**config.mk**
```make
export PLATFORM = sky130hd
export DESIGN_NAME = hal_reset_sequencer
export DESIGN_NICKNAME = d
export VERILOG_FILES = /design/src/rtl/hal_reset_sequencer.sv
export SDC_FILE = /design/constraint.sdc
export NUM_CORES = 1
export LEC_CHECK = 0
export CAP_MARGIN = 20
export CORE_MARGIN = 5
export CORE_UTILIZATION = 35
export CTS_BUF_LIST = sky130_fd_sc_hd__clkbuf_2
export DETAILED_ROUTE_END_ITERATION = 8
export GPL_TIMING_DRIVEN = 1
export PLACE_DENSITY = 0.61
export SYNTH_ARGS = -nofsm -noshare
export SYNTH_HDL_FRONTEND = slang
export SYNTH_SLANG_ARGS = --single-unit
```
**constraint.sdc**
```tcl
create_clock -name clk -period 1.9 [get_ports clk]
set_input_delay 0.38 -clock clk [delete_from_list [all_inputs] [get_ports clk]]
set_output_delay 0.38 -clock clk [all_outputs]
set_load 0.01 [all_outputs]
```
**src/rtl/hal_reset_sequencer.sv**
```systemverilog
// -----------------------------------------------------------------------------
// hal_reset_sequencer
//
// Purpose:
//   Generates CHANNELS active-high reset outputs from two sources:
//     - arst_req, an asynchronous reset request that is synchronised to clk.
//     - sw_rst_req, a reset request that is already synchronous to clk.
//   Any request asserts every channel on the same edge. The outputs stay
//   asserted until ASSERT_CYCLES edges have passed with no request. The
//   channels are then released one at a time, lowest index first, with
//   GAP_CYCLES idle edges between releases. ready is high only once every
//   channel has been released.
//
// Ports:
//   clk         in   sole clock; all state updates on the rising edge
//   rst         in   synchronous active-high reset; wins over any request
//   arst_req    in   asynchronous active-high reset request
//   sw_rst_req  in   synchronous active-high reset request (pulse or level)
//   rst_out     out  [CHANNELS] per-channel active-high reset, registered
//   ready       out  high only when every rst_out bit is low, registered
// -----------------------------------------------------------------------------
module hal_reset_sequencer #(
  parameter int CHANNELS      = 4,
  parameter int SYNC_DEPTH    = 2,
  parameter int ASSERT_CYCLES = 16,
  parameter int GAP_CYCLES    = 4
) (
  input  logic                clk,
  input  logic                rst,
  input  logic                arst_req,
  input  logic                sw_rst_req,
  output logic [CHANNELS-1:0] rst_out,
  output logic                ready
);

  // The counter must reach both ASSERT_CYCLES-1 and GAP_CYCLES.
  localparam int CNT_MAX = (ASSERT_CYCLES > GAP_CYCLES + 1) ? ASSERT_CYCLES : GAP_CYCLES + 1;
  localparam int CNT_W   = $clog2(CNT_MAX + 1);
  localparam int IDX_W   = $clog2(CHANNELS + 1);

  localparam logic [CNT_W-1:0] ASSERT_LAST = CNT_W'(ASSERT_CYCLES - 1);
  localparam logic [CNT_W-1:0] GAP_LAST    = CNT_W'(GAP_CYCLES);
  localparam logic [CNT_W-1:0] CNT_ONE     = CNT_W'(1);
  localparam logic [IDX_W-1:0] IDX_FIRST   = IDX_W'(1);
  localparam logic [IDX_W-1:0] IDX_ONE     = IDX_W'(1);
  localparam logic [IDX_W-1:0] IDX_LAST    = IDX_W'(CHANNELS - 1);

  typedef enum logic [1:0] {
    ST_ASSERT,
    ST_RELEASE,
    ST_DONE
  } state_e;

  state_e                state_q, state_d;
  logic [CNT_W-1:0]      cnt_q, cnt_d;
  logic [IDX_W-1:0]      idx_q, idx_d;
  logic [CHANNELS-1:0]   rst_out_q, rst_out_d;
  logic                  ready_q, ready_d;
  logic [SYNC_DEPTH-1:0] sync_q, sync_d;

  logic areq_s;
  logic request;

  // Synchroniser: stage 0 samples arst_req, the top stage is the clean request.
  assign sync_d  = {sync_q[SYNC_DEPTH-2:0], arst_req};
  assign areq_s  = sync_q[SYNC_DEPTH-1];
  assign request = areq_s | sw_rst_req;

  // NOTE: every variable gets a default before the case statement, so no path
  // leaves a value unassigned and no latch is inferred.
  always_comb begin
    state_d   = state_q;
    cnt_d     = cnt_q;
    idx_d     = idx_q;
    rst_out_d = rst_out_q;
    ready_d   = ready_q;

    if (request) begin
      // A request in any state reasserts every channel together. In ASSERT it
      // also restarts the count, which stretches the pulse.
      state_d   = ST_ASSERT;
      cnt_d     = '0;
      idx_d     = '0;
      rst_out_d = '1;
      ready_d   = 1'b0;
    end else begin
      unique case (state_q)
        ST_ASSERT: begin
          rst_out_d = '1;
          ready_d   = 1'b0;
          if (cnt_q == ASSERT_LAST) begin
            rst_out_d[0] = 1'b0;
            cnt_d        = '0;
            idx_d        = IDX_FIRST;
            if (CHANNELS == 1) begin
              ready_d = 1'b1;
              state_d = ST_DONE;
            end else begin
              state_d = ST_RELEASE;
            end
          end else begin
            cnt_d = cnt_q + CNT_ONE;
          end
        end

        ST_RELEASE: begin
          if (cnt_q == GAP_LAST) begin
            // A loop compare avoids indexing rst_out with a wider index.
            for (int i = 0; i < CHANNELS; i++) begin
              if (idx_q == IDX_W'(i)) rst_out_d[i] = 1'b0;
            end
            cnt_d = '0;
            idx_d = idx_q + IDX_ONE;
            if (idx_q == IDX_LAST) begin
              ready_d = 1'b1;
              state_d = ST_DONE;
            end
          end else begin
            cnt_d = cnt_q + CNT_ONE;
          end
        end

        ST_DONE: begin
          rst_out_d = '0;
          ready_d   = 1'b1;
        end

        default: begin
          state_d   = ST_ASSERT;
          cnt_d     = '0;
          idx_d     = '0;
          rst_out_d = '1;
          ready_d   = 1'b0;
        end
      endcase
    end
  end

  // NOTE: sequential state uses non-blocking assignments so every flop samples
  // the values that existed before this clock edge.
  always_ff @(posedge clk) begin
    if (rst) begin
      state_q   <= ST_ASSERT;
      cnt_q     <= '0;
      idx_q     <= '0;
      rst_out_q <= '1;
      ready_q   <= 1'b0;
      sync_q    <= '0;
    end else begin
      state_q   <= state_d;
      cnt_q     <= cnt_d;
      idx_q     <= idx_d;
      rst_out_q <= rst_out_d;
      ready_q   <= ready_d;
      sync_q    <= sync_d;
    end
  end

  assign rst_out = rst_out_q;
  assign ready   = ready_q;

endmodule

```
==> summary.txt <==
Clock tree
  – Clock tree from TritonCTS: built
  – Clock slew at reported path FFs: 0.16 ns
  – Cell at the root of the clock tree: clkbuf_2
  – CTS Sinks: 17
  – Total clock buffers created by CTS: 3
  – H-tree levels: 1
  – Clock insertion delay at the later pin of the skew report: 0.29 ns
  – Clock Path Buffers: 2

Finish
  – Post-layout instance area: 1130 sq um
  – Count of inserted antenna diode cells: 0
  – Share of cells above drive strength 1: 13.6%
  – Most common library cell in the layout ignoring fill and taps: dfxtp_1
  – Layout overhead on the synthesized area: 13.8%
  – Number of filler cells placed in the layout: 286
  – Layout net count: 136
  – Share of the core filled with cells: 41.2%
  – Commonest non-fill, non-tap cells in the layout: dfxtp_1 (16), ha_1 (13), inv_1 (11), clkdlybuf4s50_1 (8), nand2_1 (7)

Global route
  – Gr usage total: 10.2%
  – Wire length of the first global-routing pass: 3340 microns
  – Layer carrying the most global-route usage: met2
  – Number of global-route vias before repair: 784
  – Number of antenna violations at the first check in global routing: 0
  – Met1 Usage GRT: 13.1%
  – Total congestion overflow: 0
  – Pin count of the biggest net entering global routing: 14
  – Fraction of met3 tracks used by global routing: 3.91%
  – Met2 track utilization from global routing: 15.8%

STA
  – Setup Total Neg Slack: 0 ns
  – Worst clock skew: 0.00668 ns
  – Slew Limit Fails: 0
  – Fin. Hold Viols: 0
  – Number of setup violations in the final report: 0
  – Slew margin rel.: 68.5%
  – Fmax achieved: 568 MHz
  – Unrepaired setup endpoints after global routing: no
  – Worst Max-Slew Pin Slew: 0.472 ns
  – Hold slack: 0.459 ns
  – Post-route minimum period: 1.76 ns
  – Final worst path period share: 92.7%

Yosys
  – Synth Warn #: 0
  – Number of enable-type register cells in the synthesized netlist: 0
  – Average footprint of a synthesized cell: 9.25 sq um
  – Distinct cell type count after synthesis: 36
  – Portion of the post-synthesis area used by sequential elements: 34.4%
  – Post-synth net total: 124
  – Flops & latches, synth: 17
  – Flip-flop cell with the highest count after synthesis: dfxtp_1
  – Async SR Flop Fraction: 0%
  – Instance count of the mapped netlist: 107
  – Synth Cell Area: 990 sq um

Detailed routing
  – Average routed wire per standard cell: 12.6 microns
  – Detailed-router iteration count before antenna repair: 4
  – First DRT Iteration DRCs: 12
  – Routed WL: 1870 microns
  – Via density: 5.18
  – Drc violations: 0
  – Antenna-violating nets left: 0
  – Total via count after detailed routing: 772

Die
  – Starting Density: 36.2%
  – DIE WIDTH: 63.2 microns
  – Core Region: 2730 sq um
  – Floorplan die area: 3990 sq um
  – Die height: 63.2 microns
  – Number of rows in the core area: 19
  – Ports: 9

Pwr
  – Power density over the cells: 494 nW/um^2
  – Overall power after layout: 557 uW
  – VDD IR-drop max: 0.392 mV
  – Leakage: 0.427 nW

Flow run
  – Maximum capacitance violations: 0

Critical path
  – Register-to-Register Setup Slack: 0.14 ns
  – Maximum fanout along the worst path: 5
  – Reg-to-Reg End: cnt_q[3]
  – Crit path required time: 2.14 ns
  – Arrival time reported for the critical path endpoint: 2.00 ns
  – Source of the worst register-to-register timing path: cnt_q[0]
  – Path depth of the worst reg2reg path: 8
  – Critical path class: reg -> reg
  – Startpoint type of the worst setup path: register
  – Kind of capture point of the worst setup path: register

Run status
  – Status: finished, final reports clean

Placement
  – Routability congestion estimate from global placement: 0.762
  – Quantity of I/O buffers inserted on ports: 8
  – Post-DP Area: 1100 sq um
  – Hpwl dp: 1450 microns

Min path
  – Sink of the worst hold path: sync_q[1]
  – Tightest Hold Check Type: reg -> reg
  – Hold wc startpoint: sync_q[0]
  – Min-Delay Path Depth: 1
## worst max-delay path, cell delays in order (launching register included)
cell,delay [ns]
dfxtp_2,0.37
ha_1,0.22
nand3_1,0.11
inv_1,0.05
ha_1,0.16
and2b_2,0.26
a21oi_1,0.07
or3_1,0.33
a21oi_1,0.13
## worst max-delay path by stage
stage                   from          to  slack, ns  cells past startpoint
finish              cnt_q[0]    cnt_q[3]       0.14                      8
global route        cnt_q[1]    idx_q[1]      0.005                      8
CTS                 cnt_q[0]  state_q[0]       0.02                      8
detailed placement  cnt_q[0]  state_q[0]       0.06                      8
global placement    cnt_q[0]  state_q[0]       0.10                      8
floorplan           cnt_q[0]  state_q[0]       0.26                      8
## flip-flops by register name, indices dropped and copies added (netlist names)
signal and count:
rst_out 4, ready 1, idx_q 3, cnt_q 5
sync_q 2, state_q 2
## cell usage after synthesis (2+ instances only)
cell type / instances / area share, %
nand4b_1: 2 / 1.8
nand2_1: 7 / 2.7
nor2_1: 7 / 2.7
buf_2: 2 / 1.0
nor2b_1: 2 / 1.3
nor3_1: 4 / 2.0
mux2i_1: 2 / 2.0
ha_1: 13 / 16
a21oi_1: 6 / 3.0
a21boi_0: 2 / 1.5
inv_1: 11 / 4.2
o21ai_0: 4 / 2.0
nand2b_1: 3 / 1.9
dfxtp_1: 17 / 34
or3_1: 2 / 1.3
o211ai_1: 2 / 1.5
a211oi_1: 2 / 1.5
## layout make-up
class	instances	area [sq um]	share of cell area [%]
well taps	31	38.8	3.44
clock buffers	4	20.0	1.78
inverters	11	41.3	3.67
flip-flops and latches	17	342	30.3
multi-input cells	76	589	52.3
repair buffers	10	95.1	8.44
## stage by stage
stage          instances  setup slack (ns)
6_report             149             0.139
5_1_grt              149           0.00538
4_1_cts              149            0.0167
3_5_place_dp         145            0.0606
3_3_place_gp         145             0.104
2_1_floorplan        107             0.255
## power by group
group | internal [mW] | switching, mW | total [mW]
clock | 0.0558 | 0.110 | 0.166
sequential | 0.361 | 0.00265 | 0.364
combinational | 0.0139 | 0.0136 | 0.0276
## cell families (layout without fill, tap and decap cells)
| kind of cell | after synthesis | after routing | synth area share, % |
|---|---|---|---|
| AOI/OAI and AO/OA | 23 | 23 | 16.1 |
| adders and majority gates | 13 | 13 | 16.4 |
| buffers and inverters | 14 | 25 | 6.57 |
| DFF | 17 | 17 | 34.4 |
| muxes | 2 | 2 | 2.02 |
| and+or+nand+nor | 38 | 38 | 24.5 |
## layer usage
metal  part of all wire (%)  wire length, microns
met1                     50                   937
met2                     44                   826
met3                    5.1                    96
met4                   0.69                    13
met5                      0                     0
## what timing repair did
action / in CTS / in global routing
buffers inserted: 0 / 0
hold buffers: 0 / 0
gates resized for setup: 0 / 4
setup endpoints to repair: 0 / 7
Power figures use the tool's default switching activity.
